[config.mk]
export PLATFORM = sky130hd
export DESIGN_NAME = arf074b064e1r1w0cbbehsaa4acw_bist_fail_encoder
export DESIGN_NICKNAME = d
export VERILOG_FILES = /design/src/rtl/arf074b064e1r1w0cbbehsaa4acw_bist_fail_encoder.sv
export SDC_FILE = /design/constraint.sdc
export NUM_CORES = 1
export LEC_CHECK = 0
export ABC_CLOCK_PERIOD_IN_PS = 2100
export CORE_AREA = 2 2 115 73
export DETAILED_ROUTE_END_ITERATION = 16
export DIE_AREA = 0 0 117 75
export PLACE_DENSITY = 0.77
export SYNTH_ARGS = -nofsm -noshare
export SYNTH_HDL_FRONTEND = slang
export SYNTH_SLANG_ARGS = --single-unit
[constraint.sdc]
create_clock -name clk -period 2.1 [get_ports clk]
set_input_delay 0.525 -clock clk [delete_from_list [all_inputs] [get_ports clk]]
set_output_delay 0.525 -clock clk [all_outputs]
set_load 0.03 [all_outputs]
[src/rtl/arf074b064e1r1w0cbbehsaa4acw_bist_fail_encoder.sv]
// ---------------------------------------------------------------------------
// arf074b064e1r1w0cbbehsaa4acw_bist_fail_encoder
//
// Purpose:
//   Turns BIST per-entry compare-fail vectors (multi-hot, one bit per array
//   entry) back into binary entry indices. Each encoded fail record goes into
//   a small output FIFO with a valid/ready handshake. The block also keeps
//   sticky fail status and a saturating count of pushed records.
//
// Optional feature (compile-time macro):
//   ARF074B064E1R1W0CBBEHSAA4ACW_BIST_ENC_SERIAL_EN
//     defined   : a multi-hot vector is serialised into one record per set bit,
//                 lowest index first. A SERIAL state holds off new vectors
//                 until the last bit has been pushed.
//     undefined : each nonzero vector gives one record (its lowest index).
//                 The other set bits are dropped; multi_hit records the loss.
//
// Ports:
//   clk        in   1          clock, all state on the rising edge
//   rst_n      in   1          asynchronous active-low reset
//   clr        in   1          synchronous clear of FIFO, status, count and FSM
//   in_valid   in   1          fail vector valid
//   in_ready   out  1          encoder can accept a vector this cycle
//   in_vec     in   IN_WIDTH   fail vector, bit i set = entry i failed
//   out_valid  out  1          fail record valid (FIFO head)
//   out_ready  in   1          consumer accepts the head record
//   out_idx    out  OUT_WIDTH  failing entry index of the head record
//   out_multi  out  1          head record came from a multi-hot vector
//   fail_any   out  1          sticky: a nonzero vector was accepted
//   multi_hit  out  1          sticky: a vector with >1 bit set was accepted
//   fail_cnt   out  CNT_WIDTH  records pushed, saturating at all-ones
// ---------------------------------------------------------------------------
module arf074b064e1r1w0cbbehsaa4acw_bist_fail_encoder #(
    parameter int IN_WIDTH   = 74,
    parameter int OUT_WIDTH  = $clog2(IN_WIDTH),
    parameter int CNT_WIDTH  = 8,
    parameter int FIFO_DEPTH = 2
) (
    input  logic                 clk,
    input  logic                 rst_n,
    input  logic                 clr,
    input  logic                 in_valid,
    output logic                 in_ready,
    input  logic [IN_WIDTH-1:0]  in_vec,
    output logic                 out_valid,
    input  logic                 out_ready,
    output logic [OUT_WIDTH-1:0] out_idx,
    output logic                 out_multi,
    output logic                 fail_any,
    output logic                 multi_hit,
    output logic [CNT_WIDTH-1:0] fail_cnt
);

    localparam int                   CW        = $clog2(FIFO_DEPTH + 1);
    localparam logic [CW-1:0]        DEPTH_C   = CW'(FIFO_DEPTH);
    localparam logic [CW-1:0]        CW_ONE_C  = CW'(1);
    localparam logic [CNT_WIDTH-1:0] CNT_MAX_C = {CNT_WIDTH{1'b1}};
    localparam logic [CNT_WIDTH-1:0] CNT_ONE_C = CNT_WIDTH'(1);
    localparam logic [IN_WIDTH-1:0]  VEC_ONE_C = IN_WIDTH'(1);

    // Index of the lowest set bit. The loop runs from high to low, so the
    // last match (the lowest bit) wins. A zero vector gives index 0.
    function automatic logic [OUT_WIDTH-1:0] lowest_idx(input logic [IN_WIDTH-1:0] vec);
        logic [OUT_WIDTH-1:0] idx;
        idx = {OUT_WIDTH{1'b0}};
        for (int i = IN_WIDTH - 1; i >= 0; i--) begin
            if (vec[i]) begin
                idx = OUT_WIDTH'(i);
            end else begin
                idx = idx;
            end
        end
        return idx;
    endfunction

    // Vector with its lowest set bit removed.
    function automatic logic [IN_WIDTH-1:0] clear_lowest(input logic [IN_WIDTH-1:0] vec);
        return vec & (vec - VEC_ONE_C);
    endfunction

    // True when more than one bit is set.
    function automatic logic is_multi(input logic [IN_WIDTH-1:0] vec);
        return (clear_lowest(vec) != {IN_WIDTH{1'b0}});
    endfunction

    // Shift-register FIFO: slot 0 is always the head, so the output record
    // comes straight from flops. Slots at or above count_r are kept at zero.
    logic [OUT_WIDTH-1:0] fifo_idx_r   [FIFO_DEPTH];
    logic                 fifo_multi_r [FIFO_DEPTH];
    logic [OUT_WIDTH-1:0] fifo_idx_s   [FIFO_DEPTH];
    logic                 fifo_multi_s [FIFO_DEPTH];
    logic [CW-1:0]        count_r;
    logic [CW-1:0]        count_s;
    logic                 out_valid_r;
    logic                 out_valid_s;

    logic                 fail_any_r;
    logic                 fail_any_s;
    logic                 multi_hit_r;
    logic                 multi_hit_s;
    logic [CNT_WIDTH-1:0] fail_cnt_r;
    logic [CNT_WIDTH-1:0] fail_cnt_s;

    logic                 idle_s;
    logic                 in_ready_s;
    logic                 accept_s;
    logic                 pop_s;
    logic                 push_s;
    logic [OUT_WIDTH-1:0] push_idx_s;
    logic                 push_multi_s;
    logic                 set_any_s;
    logic                 set_multi_s;

`ifdef ARF074B064E1R1W0CBBEHSAA4ACW_BIST_ENC_SERIAL_EN
    typedef enum logic [0:0] {
        ST_IDLE   = 1'b0,
        ST_SERIAL = 1'b1
    } state_t;

    state_t               state_r;
    state_t               state_s;
    logic [IN_WIDTH-1:0]  residual_r;
    logic [IN_WIDTH-1:0]  residual_s;

    assign idle_s = (state_r == ST_IDLE);
`else
    assign idle_s = 1'b1;
`endif

    // in_ready uses only the registered FIFO count. A same-cycle pop does not
    // open a slot for a new vector. It is held low while reset is applied.
    assign in_ready_s = rst_n & (count_r < DEPTH_C) & idle_s & ~clr;
    assign accept_s   = in_valid & in_ready_s;
    assign pop_s      = out_valid_r & out_ready;

    // Record source selection (accepted vector or serial residual) and FSM next state.
    always_comb begin
        push_s       = 1'b0;
        push_idx_s   = {OUT_WIDTH{1'b0}};
        push_multi_s = 1'b0;
        set_any_s    = 1'b0;
        set_multi_s  = 1'b0;
`ifdef ARF074B064E1R1W0CBBEHSAA4ACW_BIST_ENC_SERIAL_EN
        state_s      = state_r;
        residual_s   = residual_r;
`endif
        if (clr) begin
`ifdef ARF074B064E1R1W0CBBEHSAA4ACW_BIST_ENC_SERIAL_EN
            state_s    = ST_IDLE;
            residual_s = {IN_WIDTH{1'b0}};
`endif
        end else if (accept_s && (in_vec != {IN_WIDTH{1'b0}})) begin
            push_s       = 1'b1;
            push_idx_s   = lowest_idx(in_vec);
            // With serialisation this also means "more records follow".
            push_multi_s = is_multi(in_vec);
            set_any_s    = 1'b1;
            set_multi_s  = is_multi(in_vec);
`ifdef ARF074B064E1R1W0CBBEHSAA4ACW_BIST_ENC_SERIAL_EN
            if (is_multi(in_vec)) begin
                residual_s = clear_lowest(in_vec);
                state_s    = ST_SERIAL;
            end else begin
                residual_s = {IN_WIDTH{1'b0}};
                state_s    = ST_IDLE;
            end
`endif
        end
`ifdef ARF074B064E1R1W0CBBEHSAA4ACW_BIST_ENC_SERIAL_EN
        else if ((state_r == ST_SERIAL) && (count_r < DEPTH_C)) begin
            push_s       = 1'b1;
            push_idx_s   = lowest_idx(residual_r);
            push_multi_s = is_multi(residual_r);
            residual_s   = clear_lowest(residual_r);
            // After the last residual bit is pushed, return to IDLE.
            if (is_multi(residual_r)) begin
                state_s = ST_SERIAL;
            end else begin
                state_s = ST_IDLE;
            end
        end
`endif
        else begin
            push_s = 1'b0;
        end
    end

    // FIFO next state. A pop shifts toward the head first, then a push
    // writes the first free slot, so pushing and popping together keeps order.
    always_comb begin
        for (int i = 0; i < FIFO_DEPTH; i++) begin
            fifo_idx_s[i]   = fifo_idx_r[i];
            fifo_multi_s[i] = fifo_multi_r[i];
        end
        count_s = count_r;
        if (clr) begin
            for (int i = 0; i < FIFO_DEPTH; i++) begin
                fifo_idx_s[i]   = {OUT_WIDTH{1'b0}};
                fifo_multi_s[i] = 1'b0;
            end
            count_s = {CW{1'b0}};
        end else begin
            if (pop_s) begin
                for (int i = 0; i < FIFO_DEPTH - 1; i++) begin
                    fifo_idx_s[i]   = fifo_idx_r[i+1];
                    fifo_multi_s[i] = fifo_multi_r[i+1];
                end
                fifo_idx_s[FIFO_DEPTH-1]   = {OUT_WIDTH{1'b0}};
                fifo_multi_s[FIFO_DEPTH-1] = 1'b0;
                count_s = count_r - CW_ONE_C;
            end else begin
                count_s = count_r;
            end
            if (push_s) begin
                for (int i = 0; i < FIFO_DEPTH; i++) begin
                    if (CW'(i) == count_s) begin
                        fifo_idx_s[i]   = push_idx_s;
                        fifo_multi_s[i] = push_multi_s;
                    end else begin
                        fifo_idx_s[i]   = fifo_idx_s[i];
                        fifo_multi_s[i] = fifo_multi_s[i];
                    end
                end
                count_s = count_s + CW_ONE_C;
            end else begin
                count_s = count_s;
            end
        end
        out_valid_s = (count_s != {CW{1'b0}});
    end

    // Sticky status flags and saturating record counter.
    always_comb begin
        fail_any_s  = fail_any_r;
        multi_hit_s = multi_hit_r;
        fail_cnt_s  = fail_cnt_r;
        if (clr) begin
            fail_any_s  = 1'b0;
            multi_hit_s = 1'b0;
            fail_cnt_s  = {CNT_WIDTH{1'b0}};
        end else begin
            fail_any_s  = fail_any_r | set_any_s;
            multi_hit_s = multi_hit_r | set_multi_s;
            if (push_s && (fail_cnt_r != CNT_MAX_C)) begin
                fail_cnt_s = fail_cnt_r + CNT_ONE_C;
            end else begin
                fail_cnt_s = fail_cnt_r;
            end
        end
    end

    // State registers with asynchronous active-low reset.
    always_ff @(posedge clk or negedge rst_n) begin
        if (!rst_n) begin
            for (int i = 0; i < FIFO_DEPTH; i++) begin
                fifo_idx_r[i]   <= {OUT_WIDTH{1'b0}};
                fifo_multi_r[i] <= 1'b0;
            end
            count_r     <= {CW{1'b0}};
            out_valid_r <= 1'b0;
            fail_any_r  <= 1'b0;
            multi_hit_r <= 1'b0;
            fail_cnt_r  <= {CNT_WIDTH{1'b0}};
`ifdef ARF074B064E1R1W0CBBEHSAA4ACW_BIST_ENC_SERIAL_EN
            state_r     <= ST_IDLE;
            residual_r  <= {IN_WIDTH{1'b0}};
`endif
        end else begin
            for (int i = 0; i < FIFO_DEPTH; i++) begin
                fifo_idx_r[i]   <= fifo_idx_s[i];
                fifo_multi_r[i] <= fifo_multi_s[i];
            end
            count_r     <= count_s;
            out_valid_r <= out_valid_s;
            fail_any_r  <= fail_any_s;
            multi_hit_r <= multi_hit_s;
            fail_cnt_r  <= fail_cnt_s;
`ifdef ARF074B064E1R1W0CBBEHSAA4ACW_BIST_ENC_SERIAL_EN
            state_r     <= state_s;
            residual_r  <= residual_s;
`endif
        end
    end

    assign in_ready  = in_ready_s;
    assign out_valid = out_valid_r;
    assign out_idx   = fifo_idx_r[0];
    assign out_multi = fifo_multi_r[0];
    assign fail_any  = fail_any_r;
    assign multi_hit = multi_hit_r;
    assign fail_cnt  = fail_cnt_r;

endmodule

# Word level (Yosys, flattened, before mapping)
# Cells that the tools add are included.
classes:
  muxes: 97
  magnitude_cmp: 1
  add_sub_neg: 4
  reduce_logical: 7
  eq_ne: 2
  n_bitwise: 8
ops:
  columns: ["cell", "count"]
  rows:
  - ["$mux W7", 77]
  - ["$reduce_bool A74 Y1", 2]
  - ["$and A74 B74 Y74", 1]
  - ["$sub A74 B1 Y74 const B", 1]
  - ["$mux W14", 3]
  - ["$mux W8", 2]
  - ["$mux W2", 7]
  - ["$add A8 B1 Y8 const B", 1]
  - ["$mux W1", 8]
  - ["$ne A8 B8 Y1 const B", 1]
  - ["$and A1 B1 Y1", 4]
  - ["$reduce_bool A2 Y1", 2]
  - ["$add A2 B1 Y2 const B", 1]
  - ["$eq A1 B2 Y1 const A", 1]
  - ["$logic_and A1 B1 Y1", 2]
  - ["$logic_not A2 Y1", 1]
  - ["$lt A2 B2 Y1 const B", 1]
  - ["$or A1 B1 Y1", 2]
  - ["$sub A2 B1 Y2 const B", 1]
  - ["$not A1 Y1", 1]
totals:
  wordCells: 128
  in_bits: 79
  ff_bits: 29

# Logic depth before layout (Yosys ltp)
depth:
  depth_word: 78
  mapped_depth: 10
  depth_no_buf: 8

# Worst setup path before layout
# No wires, ideal clock.
synth_path:
  path_type: "input to register"
  startpoint: "in in_vec[19]"
  endpoint: "reg fifo_multi_r[0] (netlist bit)"
  path_stages: 9
  arrival_ns: 2.921
  path_slack_ns: -0.958
  t_required_ns: 1.962
  n_path_buf: 1
  path_cell_list: "nor4_1 nand4_1 or3_1 buf_6 or4_4 o41a_1 nor3_2 and4_4 a211oi_1"
synth_lines:
  columns: ["element", "line", "rtl"]
  rows:
  - ["start, declared", "44", "input logic [IN_WIDTH-1:0] in_vec,"]
  - ["end signal, assigned by index", "271", "fifo_multi_r[i] <= fifo_multi_s[i];"]
  - ["end, declared", "89", "logic fifo_multi_r [FIFO_DEPTH];"]

# Worst setup path in the final report
layout_path:
  startpoint: "in in_vec[15]"
  endpoint: "reg multi_hit_r (netlist: multi_hit)"
layout_via:
  elab_chain_len: 7
  word_cells_on_any_way: 9
layout_rtl:
  columns: ["element", "line", "rtl"]
  rows:
  - ["$sub A74 B1 Y74", "78", "return vec & (vec - VEC_ONE_C);"]
  - ["$and A74 B74 Y74", "78", null]
  - ["$reduce_bool A74 Y1", "83", "return (clear_lowest(vec) != {IN_WIDTH{1'b0}});"]
  - ["$mux W1 *", "152", "end else if (accept_s && (in_vec != {IN_WIDTH{1'b0}})) begin"]
  - ["$mux W1 *", "147", "if (clr) begin"]
  - ["$or A1 B1 Y1 *", "243", "multi_hit_s = multi_hit_r | set_multi_s;"]
  - ["$mux W1 *", "237", "if (clr) begin"]
  - ["net multi_hit_s", "100", "logic multi_hit_s;"]
  - ["end signal, assigned", "276", "multi_hit_r <= multi_hit_s;"]
  - ["end, declared", "99", "logic multi_hit_r;"]
# The timed path passes the listed nets; every way through them passes the cells marked *.
# A chain may end at the register's enable or synchronous reset.

==> flow_summary.json <==
{
  "finalNonFillerCells": 875,
  "drtPass1Iterations": 7,
  "drv_cap": 0,
  "layout_commonest_cell": "buf_4",
  "status": "complete, but fails checks",
  "track_usage": 0.412,
  "cts_tree": "done",
  "postSynthAreaPerCell_um2": 7.11,
  "cts_hold_buf": 0,
  "highest_layer": "met4",
  "route.met3.wl_mm": 2.78,
  "ir_drop_mv": 0.764,
  "yosysSeqAreaShare": 0.220,
  "totalWireLength_mm": 19.8,
  "crit_chain": "buf_2, nor4_4, nand4_4, buf_4, or4_4, a211o_1, a221oi_2, nand4_1, nor2_2, a211oi_2",
  "num_io_pins": 99,
  "cp_num_buf_inv": 2,
  "met2WireLength_mm": 8.29,
  "slew_viol_final": 0,
  "clk_pin_slew_worst_paths_ns": 0.06,
  "critPathArrivalTime_ns": 3.04,
  "placementRows": 25,
  "overflow": 0,
  "holdWs_ns": 0.510,
  "synth_top_area_share": 0.220,
  "synth_mux_area_frac": 0.00947,
  "async_flop_share": 1.00,
  "hold_viol_final": 0,
  "required_ns": 2.25,
  "skew_ns": 0.00523,
  "power_uw": 2870,
  "dp_hpwl_mm": 12.3,
  "h-tree-depth": 2,
  "maxSlewHeadroom": 0.602,
  "hold_class": "flop to flop",
  "hold_path_startpoint": "fifo_idx_r[0]",
  "powerDensity_mw_per_mm2": 428,
  "crit_path_end_kind": "flop",
  "start_util": 0.431,
  "drc": 0,
  "syn_inst": 465,
  "violations": "negative setup slack",
  "first_iter_violations": 863,
  "fp.dieW_um": 117,
  "start_kind": "input pin",
  "critPathKind": "input pin to flop",
  "cts_root_buffer": "clkbuf_16",
  "crit_fanout": 7,
  "antenna_cells": 0,
  "dpl.cell_count": 828,
  "area_growth_pct": 103,
  "cts_buffer_depth": 2,
  "synth_area_mm2": 0.00330,
  "period_share": 1.38,
  "dieArea_mm2": 0.00878,
  "vias_per_cell": 6.60,
  "layout-drive-gt1-share": 0.486,
  "routedWlPerCell_um": 22.6,
  "grt_pass1_wl_mm": 27.4,
  "ys_types": 67,
  "synth_compound_area_frac": 0.303,
  "worst_pin_slew_ns": 0.591,
  "cp-startpoint": "in_vec[15]",
  "rsz0062_at_grt": "true",
  "synth-seq-cells": 29,
  "setup_ws_ns": -0.792,
  "first_global_vias": 5318,
  "synth_adder_area_share": 0.0144,
  "gp_congestion": 1.02,
  "yosys_warnings": 0,
  "numCtsBuffers": 5,
  "reg2reg_from": "count_r[1]",
  "critPathMaxStageDelay_ns": 0.51,
  "crit_family": "simple AND/OR/NAND/NOR gates",
  "die_h_um": 75,
  "place_ws_ns": -1.57,
  "numPortBuffers": 98,
  "fill_cells": 389,
  "clock-sinks": 29,
  "grt_max_degree": 31,
  "antenna_found_initial": 0,
  "num_vias": 5776,
  "synth-edff-count": 0,
  "cp_slowest_cell": "or4_4",
  "synth-xor-area-share": 0.0239,
  "yosys.area.top_type": "dfrtp_1",
  "final_antenna_net_count": 0,
  "synth-main-ff-cell": "dfrtp_1",
  "wl_met1_mm": 7.45,
  "synth_top_family_by_area": "simple AND/OR/NAND/NOR gates",
  "clk_latency_ns": 0.29,
  "finalCriticalPeriod_ns": 2.89,
  "cellLeakagePower_uw": 0.00286,
  "nets": 848,
  "syn_nets": 547,
  "final_cell_mix": "193 x buf_4, 59 x nor2_1, 32 x nand2_1, 31 x buf_6",
  "final-setup-viol-count": 28,
  "yosys-top-cells-area": "dfrtp_1 22%, nor2_1 8.0%, o21ai_0 4.7%, nand2_1 4.7%, a21oi_1 4.5%",
  "synth-simple-area-share": 0.375,
  "core_mm2": 0.00766,
  "max_freq_mhz": 346
}
-- cell type report --
type | instances | area [µm²] | area share
flip-flops and latches | 29 | 726 | 0.108
multi-input cells | 397 | 3040 | 0.453
clock inverters | 3 | 65.1 | 0.00972
repair buffers | 315 | 2540 | 0.379
inverters | 18 | 67.6 | 0.0101
well taps | 108 | 135 | 0.0202
clock buffers | 5 | 125 | 0.0187
-- logic make-up (layout without fill, tap and decap cells) --
| logic type | count (synthesis) | after routing |
|---|---|---|
| and+or+nand+nor | 234 | 234 |
| AOI/OAI and AO/OA | 147 | 147 |
| buffers and inverters | 39 | 341 |
| DFF | 29 | 29 |
| xor gates and xnor gates | 9 | 9 |
| adders and majority gates | 4 | 4 |
| muxes | 3 | 3 |
-- repair_timing --
action	CTS	global route
setup endpoints to repair	29	29
cloned	1	0
resized for setup	265	74
setup buffers	33	6
pin swaps	65	41
-- final timing paths --
| kind | end | slack (ns) | cells after the start |
|---|---|---|---|
| worst min register to register | fifo_idx_r[0] | 0.51 | 2 |
| worst min-delay path | fifo_idx_r[0] | 0.51 | 2 |
| min in group asynchronous | out_idx[4] | 0.68 | 2 |
| worst max-delay path | multi_hit | -0.79 | 10 |
| max in group asynchronous | fail_cnt[5] | 1.13 | 2 |
| worst max register to register | fail_cnt[3] | 0.07 | 9 |
-- report_power, final --
part	switching [µW]	internal (µW)	total, µW
sequential	43.1	601	644
combinational	694	580	1270
clock	272	677	949
total	1010	1860	2870
-- worst reg2reg max path: cells and delay by family (launching register included) --
family                 cells  cell delay, ns
buffers and inverters      3            0.40
flip-flops                 1            0.42
AND/OR/NAND/NOR            3            0.67
AO/OA/AOI/OAI              3            0.45
-- cells in the mapped netlist (3+ instances only) --
cell type / instances
dfrtp_1: 29
a21oi_1: 30
or3_1: 4
nand3_1: 23
nor2b_1: 3
nand2_1: 41
nand2b_1: 3
a2111oi_0: 6
a311oi_1: 4
xnor2_1: 6
a22oi_1: 4
clkbuf_1: 11
a211oi_1: 8
a21boi_0: 3
o31ai_1: 12
ha_1: 3
xor2_1: 3
nand4_1: 12
o21bai_1: 5
buf_4: 7
o2111ai_1: 3
nor3_1: 20
and3_1: 3
or4_1: 5
inv_1: 18
o32ai_1: 3
o21ai_0: 31
and4_1: 3
o22ai_1: 3
nor2_1: 70
o211ai_1: 3
o41ai_1: 6
a31oi_1: 7
or2_2: 8
a221oi_1: 4
nor4_1: 21
-- flip-flops by register name, indices dropped and copies added (netlist names) --
signal	count
count_r	2
fail_any	1
fail_cnt	8
fifo_idx_r	7
fifo_multi_r	1
multi_hit	1
out_idx	7
out_multi	1
out_valid	1
-- stage by stage --
step	area, µm²	setup TNS, ns	util
4_1_cts	6420	-7.93	0.838
6_report	6700	-11.92	0.874
5_1_grt	6700	-14.16	0.874
3_5_place_dp	5670	-32.69	0.740
3_3_place_gp	5670	-30.09	0.740
2_1_floorplan	3340	-12.56	-
-- metal layers --
| layer | vias to the layer above | track usage |
|---|---|---|
| li1 | 2412 | - |
| met1 | 2611 | 0.528 |
| met2 | 576 | 0.658 |
| met3 | 177 | 0.122 |
| met4 | 0 | 0.169 |
| met5 | - | 0 |
Power figures use the tool's default switching activity.
